[config.mk]
export PLATFORM = sky130hd
export DESIGN_NAME = serial_subtractor
export DESIGN_NICKNAME = d
export VERILOG_FILES = /design/src/rtl/serial_subtractor.sv
export SDC_FILE = /design/constraint.sdc
export NUM_CORES = 1
export LEC_CHECK = 0
export BUFFER_PORTS_ARGS = -buffer_cell sky130_fd_sc_hd__buf_2
export CORE_MARGIN = 2
export CORE_UTILIZATION = 59
export DETAILED_ROUTE_END_ITERATION = 7
export PLACE_DENSITY = 0.85
export SETUP_SLACK_MARGIN = 0.2
export SLEW_MARGIN = 25
export SYNTH_ARGS = -nofsm -noshare
export SYNTH_HDL_FRONTEND = slang
export SYNTH_SLANG_ARGS = --single-unit
[constraint.sdc]
create_clock -name Clock -period 6.78 [get_ports Clock]
set_clock_uncertainty 0.15 [all_clocks]
set_input_delay 0.339 -clock Clock [delete_from_list [all_inputs] [get_ports Clock]]
set_output_delay 0.339 -clock Clock [all_outputs]
set_load 0.005 [all_outputs]
[src/rtl/serial_subtractor.sv]
// serial_subtractor: multi-cycle subtractor, RSub = DataA - DataB, CHUNK bits per clock
// Ports: Clock (rising edge), ResetN (async, active-low), Start (request),
//   DataA/DataB (operands, latched on the accepting edge), Busy (RUN), Done (1-cycle pulse),
//   RSub (difference mod 2^WIDTH), BorrowOut (DataA < DataB unsigned), Zero (RSub == 0).
// Optional: define SERIAL_SUBTRACTOR_OVERFLOW_EN to add Overflow (signed two's-complement overflow).
module serial_subtractor #(
    parameter int WIDTH = 32,
    parameter int CHUNK = 8
) (
    input  logic             Clock,
    input  logic             ResetN,
    input  logic             Start,
    input  logic [WIDTH-1:0] DataA,
    input  logic [WIDTH-1:0] DataB,
    output logic             Busy,
    output logic             Done,
    output logic [WIDTH-1:0] RSub,
    output logic             BorrowOut,
    output logic             Zero
`ifdef SERIAL_SUBTRACTOR_OVERFLOW_EN
    ,
    output logic             Overflow
`endif
);
    localparam int NCHUNK = WIDTH / CHUNK;
    localparam int IW = (NCHUNK > 1) ? $clog2(NCHUNK) : 1;
    localparam logic [IW-1:0] LAST = IW'(NCHUNK - 1);

    generate
        if (WIDTH % CHUNK != 0) begin : g_bad_chunk
            $error("serial_subtractor: WIDTH must be an integer multiple of CHUNK");
        end
    endgenerate

    typedef enum logic [1:0] {IDLE, RUN, DONE} state_t;

    state_t           state, state_nx;
    logic [WIDTH-1:0] a_q, b_q, rsub_nx;
    logic [IW-1:0]    idx;
    logic [CHUNK-1:0] d;
    logic             borrow, b_out, accept, last;

    // Start is honoured in IDLE and DONE (back-to-back), ignored in RUN
    assign accept = Start && state != RUN;
    assign last   = state == RUN && idx == LAST;
    assign Busy   = state == RUN;
    assign Done   = state == DONE;

    always_ff @(posedge Clock or negedge ResetN) begin
        if (!ResetN) state <= IDLE;
        else         state <= state_nx;
    end

    always_comb begin
        state_nx = accept ? RUN : last ? DONE : Busy ? RUN : IDLE;
    end

    // One chunk of the difference; the extra top bit of the CHUNK+1 result is the borrow out
    always_comb begin
        {b_out, d} = {1'b0, a_q[idx*CHUNK +: CHUNK]} - {1'b0, b_q[idx*CHUNK +: CHUNK]}
                     - {{CHUNK{1'b0}}, borrow};
        rsub_nx = RSub;
        rsub_nx[idx*CHUNK +: CHUNK] = d;
    end

    always_ff @(posedge Clock or negedge ResetN) begin
        if (!ResetN) begin
            a_q       <= '0;
            b_q       <= '0;
            idx       <= '0;
            borrow    <= 1'b0;
            RSub      <= '0;
            BorrowOut <= 1'b0;
            Zero      <= 1'b0;
`ifdef SERIAL_SUBTRACTOR_OVERFLOW_EN
            Overflow  <= 1'b0;
`endif
        end else if (accept) begin
            a_q       <= DataA;
            b_q       <= DataB;
            idx       <= '0;
            borrow    <= 1'b0;
            BorrowOut <= 1'b0;
            Zero      <= 1'b0;
`ifdef SERIAL_SUBTRACTOR_OVERFLOW_EN
            Overflow  <= 1'b0;
`endif
        end else if (Busy) begin
            RSub   <= rsub_nx;
            borrow <= b_out;
            idx    <= last ? '0 : idx + IW'(1);
            if (last) begin
                BorrowOut <= b_out;
                Zero      <= rsub_nx == '0;
`ifdef SERIAL_SUBTRACTOR_OVERFLOW_EN
                Overflow  <= (a_q[WIDTH-1] != b_q[WIDTH-1]) && (rsub_nx[WIDTH-1] != a_q[WIDTH-1]);
`endif
            end
        end
    end
endmodule

**Yosys cells after proc, flatten, opt, wreduce, memory -nomap -nowiden**

Index checks and enable logic that the tools add are counted.

- Flip-flop bits (word level): 103
- Output and inout bits: 36
- Word-level logic and storage cells: 43

- $add $sub $neg: 4
- Eq/ne operators: 4
- Shifts and indexed selects: 4
- Mux-type cells: 15
- Bitwise gates (word level): 1
- Reductions and logical operators: 7

Operators by type and width:

| cell | number |
|---|---|
| $shiftx 32x6->8 | 2 |
| $neg 5->34 | 1 |
| $shift 8x34->32 const A | 1 |
| $shiftx 8x34->32 | 1 |
| $bwmux 32 | 1 |
| $logic_not 32->1 | 1 |
| $mux 2 | 5 |
| $mux 1 | 9 |
| $sub 8x8->9 | 1 |
| $sub 9x1->9 | 1 |
| $eq 2x2->1 const B | 2 |
| $reduce_and 2->1 | 2 |
| $reduce_bool 2->1 | 2 |
| $add 2x1->2 const B | 1 |
| $eq 2x1->1 const B | 1 |
| $logic_and 1x1->1 | 2 |
| $ne 2x1->1 const B | 1 |
| $not 1->1 | 1 |

**Longest topological paths before layout**

- Depth after elaboration: 9
- Depth in mapped cells: 14

**Worst setup path after synthesis**

OpenSTA, ideal clock, no wires.

- Kind: reg-to-reg
- Start: register idx[0]
- End: register Zero
- Setup time: 0.068 ns
- Arrival time: 3.394 ns
- Setup slack: 3.169 ns
- Stages on the path, launching flop included: 14
- Path buffers: 3
- Cell sequence: dfrtp_1 buf_6 buf_2 buf_2 mux4_2 ha_1 inv_1 ha_1 a21o_1 or3b_2 nand3_1 o32ai_1 o41ai_2 a32o_1

- Cells in the longest elaborated chain, start to end: 9
- Elaborated cells on any way between the ends: 16
- Classes of those cells: add/sub: 3; eq/ne: 1; shift: 4; mux: 4; reduce/logical: 4

RTL lines:

| what | RTL line | RTL |
|---|---|---|
| start: declaration | 39 | `logic [IW-1:0] idx;` |
| start signal: assignment | 91 | `idx <= last ? '0 : idx + IW'(1);` |
| $shiftx 32x6->8 | 60 | `{b_out, d} = {1'b0, a_q[idx*CHUNK +: CHUNK]} - {1'b0, b_q[idx*CHUNK +: CHUNK]}` |
| $sub 8x8->9 | 60 |  |
| $sub 9x1->9 | 61 | `- {{CHUNK{1'b0}}, borrow};` |
| $shiftx 8x34->32 | 63 | `rsub_nx[idx*CHUNK +: CHUNK] = d;` |
| $bwmux 32 | 63 |  |
| $logic_not 32->1 | 94 | `Zero <= rsub_nx == '0;` |
| $mux 1 | 92 | `if (last) begin` |
| $mux 1 | 88 | `end else if (Busy) begin` |
| $mux 1 | 78 | `end else if (accept) begin` |
| end signal: assignment | 74 | `Zero <= 1'b0;` |
| end signal: assignment | 84 | `Zero <= 1'b0;` |
| end signal: assignment | 94 |  |
| end: declaration | 19 | `output logic Zero` |

Several ways; a longest one is shown, not always the timed one. The select of a mux whose other input is x is not followed.
A chain may end at the register's enable or synchronous reset.

**Worst setup path in the final report**

- Start: register idx[1]
- End: register Zero

Same word-level chain as after synthesis.

==> summary.md <==
| Metric | Value |
|---|---|
| Share of cells above drive strength 1 | `a little over two fifths` |
| Initial Util | `about three fifths` |
| TritonCTS clock tree | `built` |
| Final instance area | `just under 0.006 mm²` |
| Sink of the worst hold path | `a_q[21]` |
| Final worst path period need | `about 3.7 ns` |
| Ant. Diodes | `0` |
| Postcts setup bufs | `0` |
| WP data required | `between 6 and 7 ns` |
| Startpoint Class | `register` |
| Clock buffer depth | `2` |
| Drt total wl | `about 11000 µm` |
| HPWL Detailed | `7966 µm` |
| HP Start | `DataA[21]` |
| Die area | `a little over 0.009 mm²` |
| GRT Total Usage | `a little over a quarter` |
| Max H-tree Level | `3` |
| Sequential share of the synthesized area | `around half` |
| Worst R2R Start | `idx[1]` |
| Avg Vias per Cell | `between 5 and 6` |
| Syn Std Cell Area | `0.004967 mm²` |
| Min-Delay Path Class | `primary input to register` |
| Critical-path maximum fanout | `19` |
| Wire length per cell | `around 19 µm` |
| Fraction of registers with async set/reset | `between 90% and 100%` |
| Slew Limit Fails | `0` |
| CTS Sinks | `roughly 100` |
| CP endpoint kind | `register` |
| # DRC | `0` |
| Die Span X | `roughly 96 µm` |
| Mapped Cells | `385` |
| Setup-failing EPs final | `0` |
| Pin count of the biggest net entering global routing | `57` |
| Setup TNS | `0 ns` |
| Final Wtd Congestion | `roughly 0.9` |
| Status | `completed` |
| Finished Core Util | `71.03%` |
| # resized after CTS | `0` |
| Placed cell areas | `about 0.0056 mm²` |
| Worst-Margin Slew | `around 0.85 ns` |
| CTS Buf Count | `9` |
| Endpoints failing hold | `0` |
| Count of cell types in the netlist | `50` |
| Period Utilization, post-route | `about 54%` |
| R2r setup slk | `about 3.1 ns` |
| Syn avg cell area | `approximately 13 µm²` |
| Clock Latency Late Sink | `roughly 0.36 ns` |
| R2R depth | `10` |
| Syn-to-layout area delta | `16.90%` |
| Clock Pin Slew Worst Setup and Hold Paths | `around 0.10 ns` |
| Detailed Route Iter0 Violations | `216` |
| Yosys warnings | `0` |
| Routed Antenna Nets | `0` |
| Hold depth | `2` |
| DRT Pass-1 Iters | `4` |
| I/O pins | `just over 100` |
| # port buffers | `102` |
| Synth Register Bits | `roughly 100` |
| Initial antenna violation count | `0` |
| Die height | `between 90 and 100 µm` |
| RSZ-0062 raised after global routing | `no` |
| RR Endpoint | `Zero` |
| Vias | `3519` |
| Nets | `roughly 570` |
| Crit path DAT | `approximately 3.8 ns` |
| Syn nets | `471` |
| Critical path type | `register to register` |
| Relative slew slack | `between 40% and 50%` |
| Number of global-route vias before repair | `around 3600` |
| Ys flop type | `dfrtp_1` |
| EDFF count, synth | `0` |
| Max Clk Rate | `around 270 MHz` |
| Max cap viols | `0` |
| # rows | `33` |
| GRT overflow | `0` |
| Core area | `0.008175 mm²` |
| Global-route wire length before repair | `~18000 µm` |
| Hold_buf cts | `1` |
| Clk Tree Root Cell | `clkbuf_8` |
critical path, cell delays in order (launching register included):
cell and delay (ns):
dfrtp_1 0.91, mux4_2 0.44, inv_1 0.09, fa_1 0.21, inv_1 0.06, fa_1 0.65
nor2b_1 0.17, a21oi_1 0.05, or4_1 0.39, nor4b_1 0.31, a32o_1 0.17
cell usage after synthesis (3+ instances only):
library cell | n | area (µm²)
nand2_1 | 26 | 97.59
ha_1 | 17 | 212.7
nor2_1 | 8 | 30.03
mux2_2 | 64 | 720.7
a21boi_1 | 3 | 22.52
clkbuf_1 | 11 | 41.29
o21ai_1 | 4 | 20.02
o21ai_0 | 13 | 65.06
and3b_1 | 3 | 26.28
nor4_1 | 5 | 31.28
inv_1 | 24 | 90.09
o211ai_1 | 3 | 22.52
nor2b_1 | 5 | 31.28
a22o_1 | 19 | 166.4
a21oi_1 | 8 | 40.04
nor3_1 | 5 | 25.02
nand3_1 | 4 | 20.02
dfrtp_1 | 103 | 2577
nand2b_1 | 3 | 18.77
or4_1 | 3 | 22.52
mux4_2 | 16 | 360.4
stage by stage:
step	hold slack (ns)	instances	setup slack [ns]
CTS	0.04253	594	3.107
global route	0.03609	594	2.907
global placement	0.2378	579	3.282
detailed placement	0.2444	579	3.193
finish	0.05119	594	3.113
floorplan	-0.1066	385	3.169
final cells by class:
class                      instances  area, µm²
timing repair buffer             106      545.5
tap                              105      131.4
clock buffer                       9      123.9
fill                             579       2369
multi-input combinational        241       2228
clock inverter                     5      106.4
sequential                       103       2577
inverter                          25      93.84
routing by layer:
layer  GRT usage (%)  up-vias  routed length, µm
met2           44.41      131               5593
met4           7.738        0                192
met5               0        -                  0
met1           33.78     1758               4555
met3           7.048       20                740
li1                -     1610                  -
cells in the final DEF, fill, tap and decap left out, types with 4 or more instances in the layout:
master	n
nor4_1	5
nor2b_1	5
nor3_1	5
a21oi_1	8
nand2_1	25
clkbuf_8	9
nand3_1	4
mux4_2	16
o21ai_1	4
dfrtp_1	103
inv_1	24
ha_1	17
buf_4	4
buf_2	101
a22o_1	19
nor2_1	8
o21ai_0	13
mux2_2	64
worst max path at each step:
stage | startpoint | end | cells past startpoint
2_1_floorplan | idx[0] | Zero | 13
3_3_place_gp | idx[0] | Zero | 11
3_5_place_dp | idx[1] | Zero | 10
4_1_cts | idx[1] | Zero | 10
5_1_grt | idx[0] | Zero | 11
6_report | idx[1] | Zero | 10
state kept, by name (all words and copies together) (netlist names):
signal	flops
RSub	32
a_q	32
BorrowOut	1
idx	2
Zero	1
borrow	1
state	2
b_q	32
cells by family after synthesis:
family	count (synthesis)	share of synthesized area, %
compound gates	66	9.673
xor+xnor	3	0.5291
buf+inv	41	3.300
mux	80	21.76
simple gates	73	7.758
flops	103	51.89
fa+ha+maj	19	5.088
Power is not shown: default switching activity piles up to over one toggle a cycle in this logic, so the estimate is an artifact.
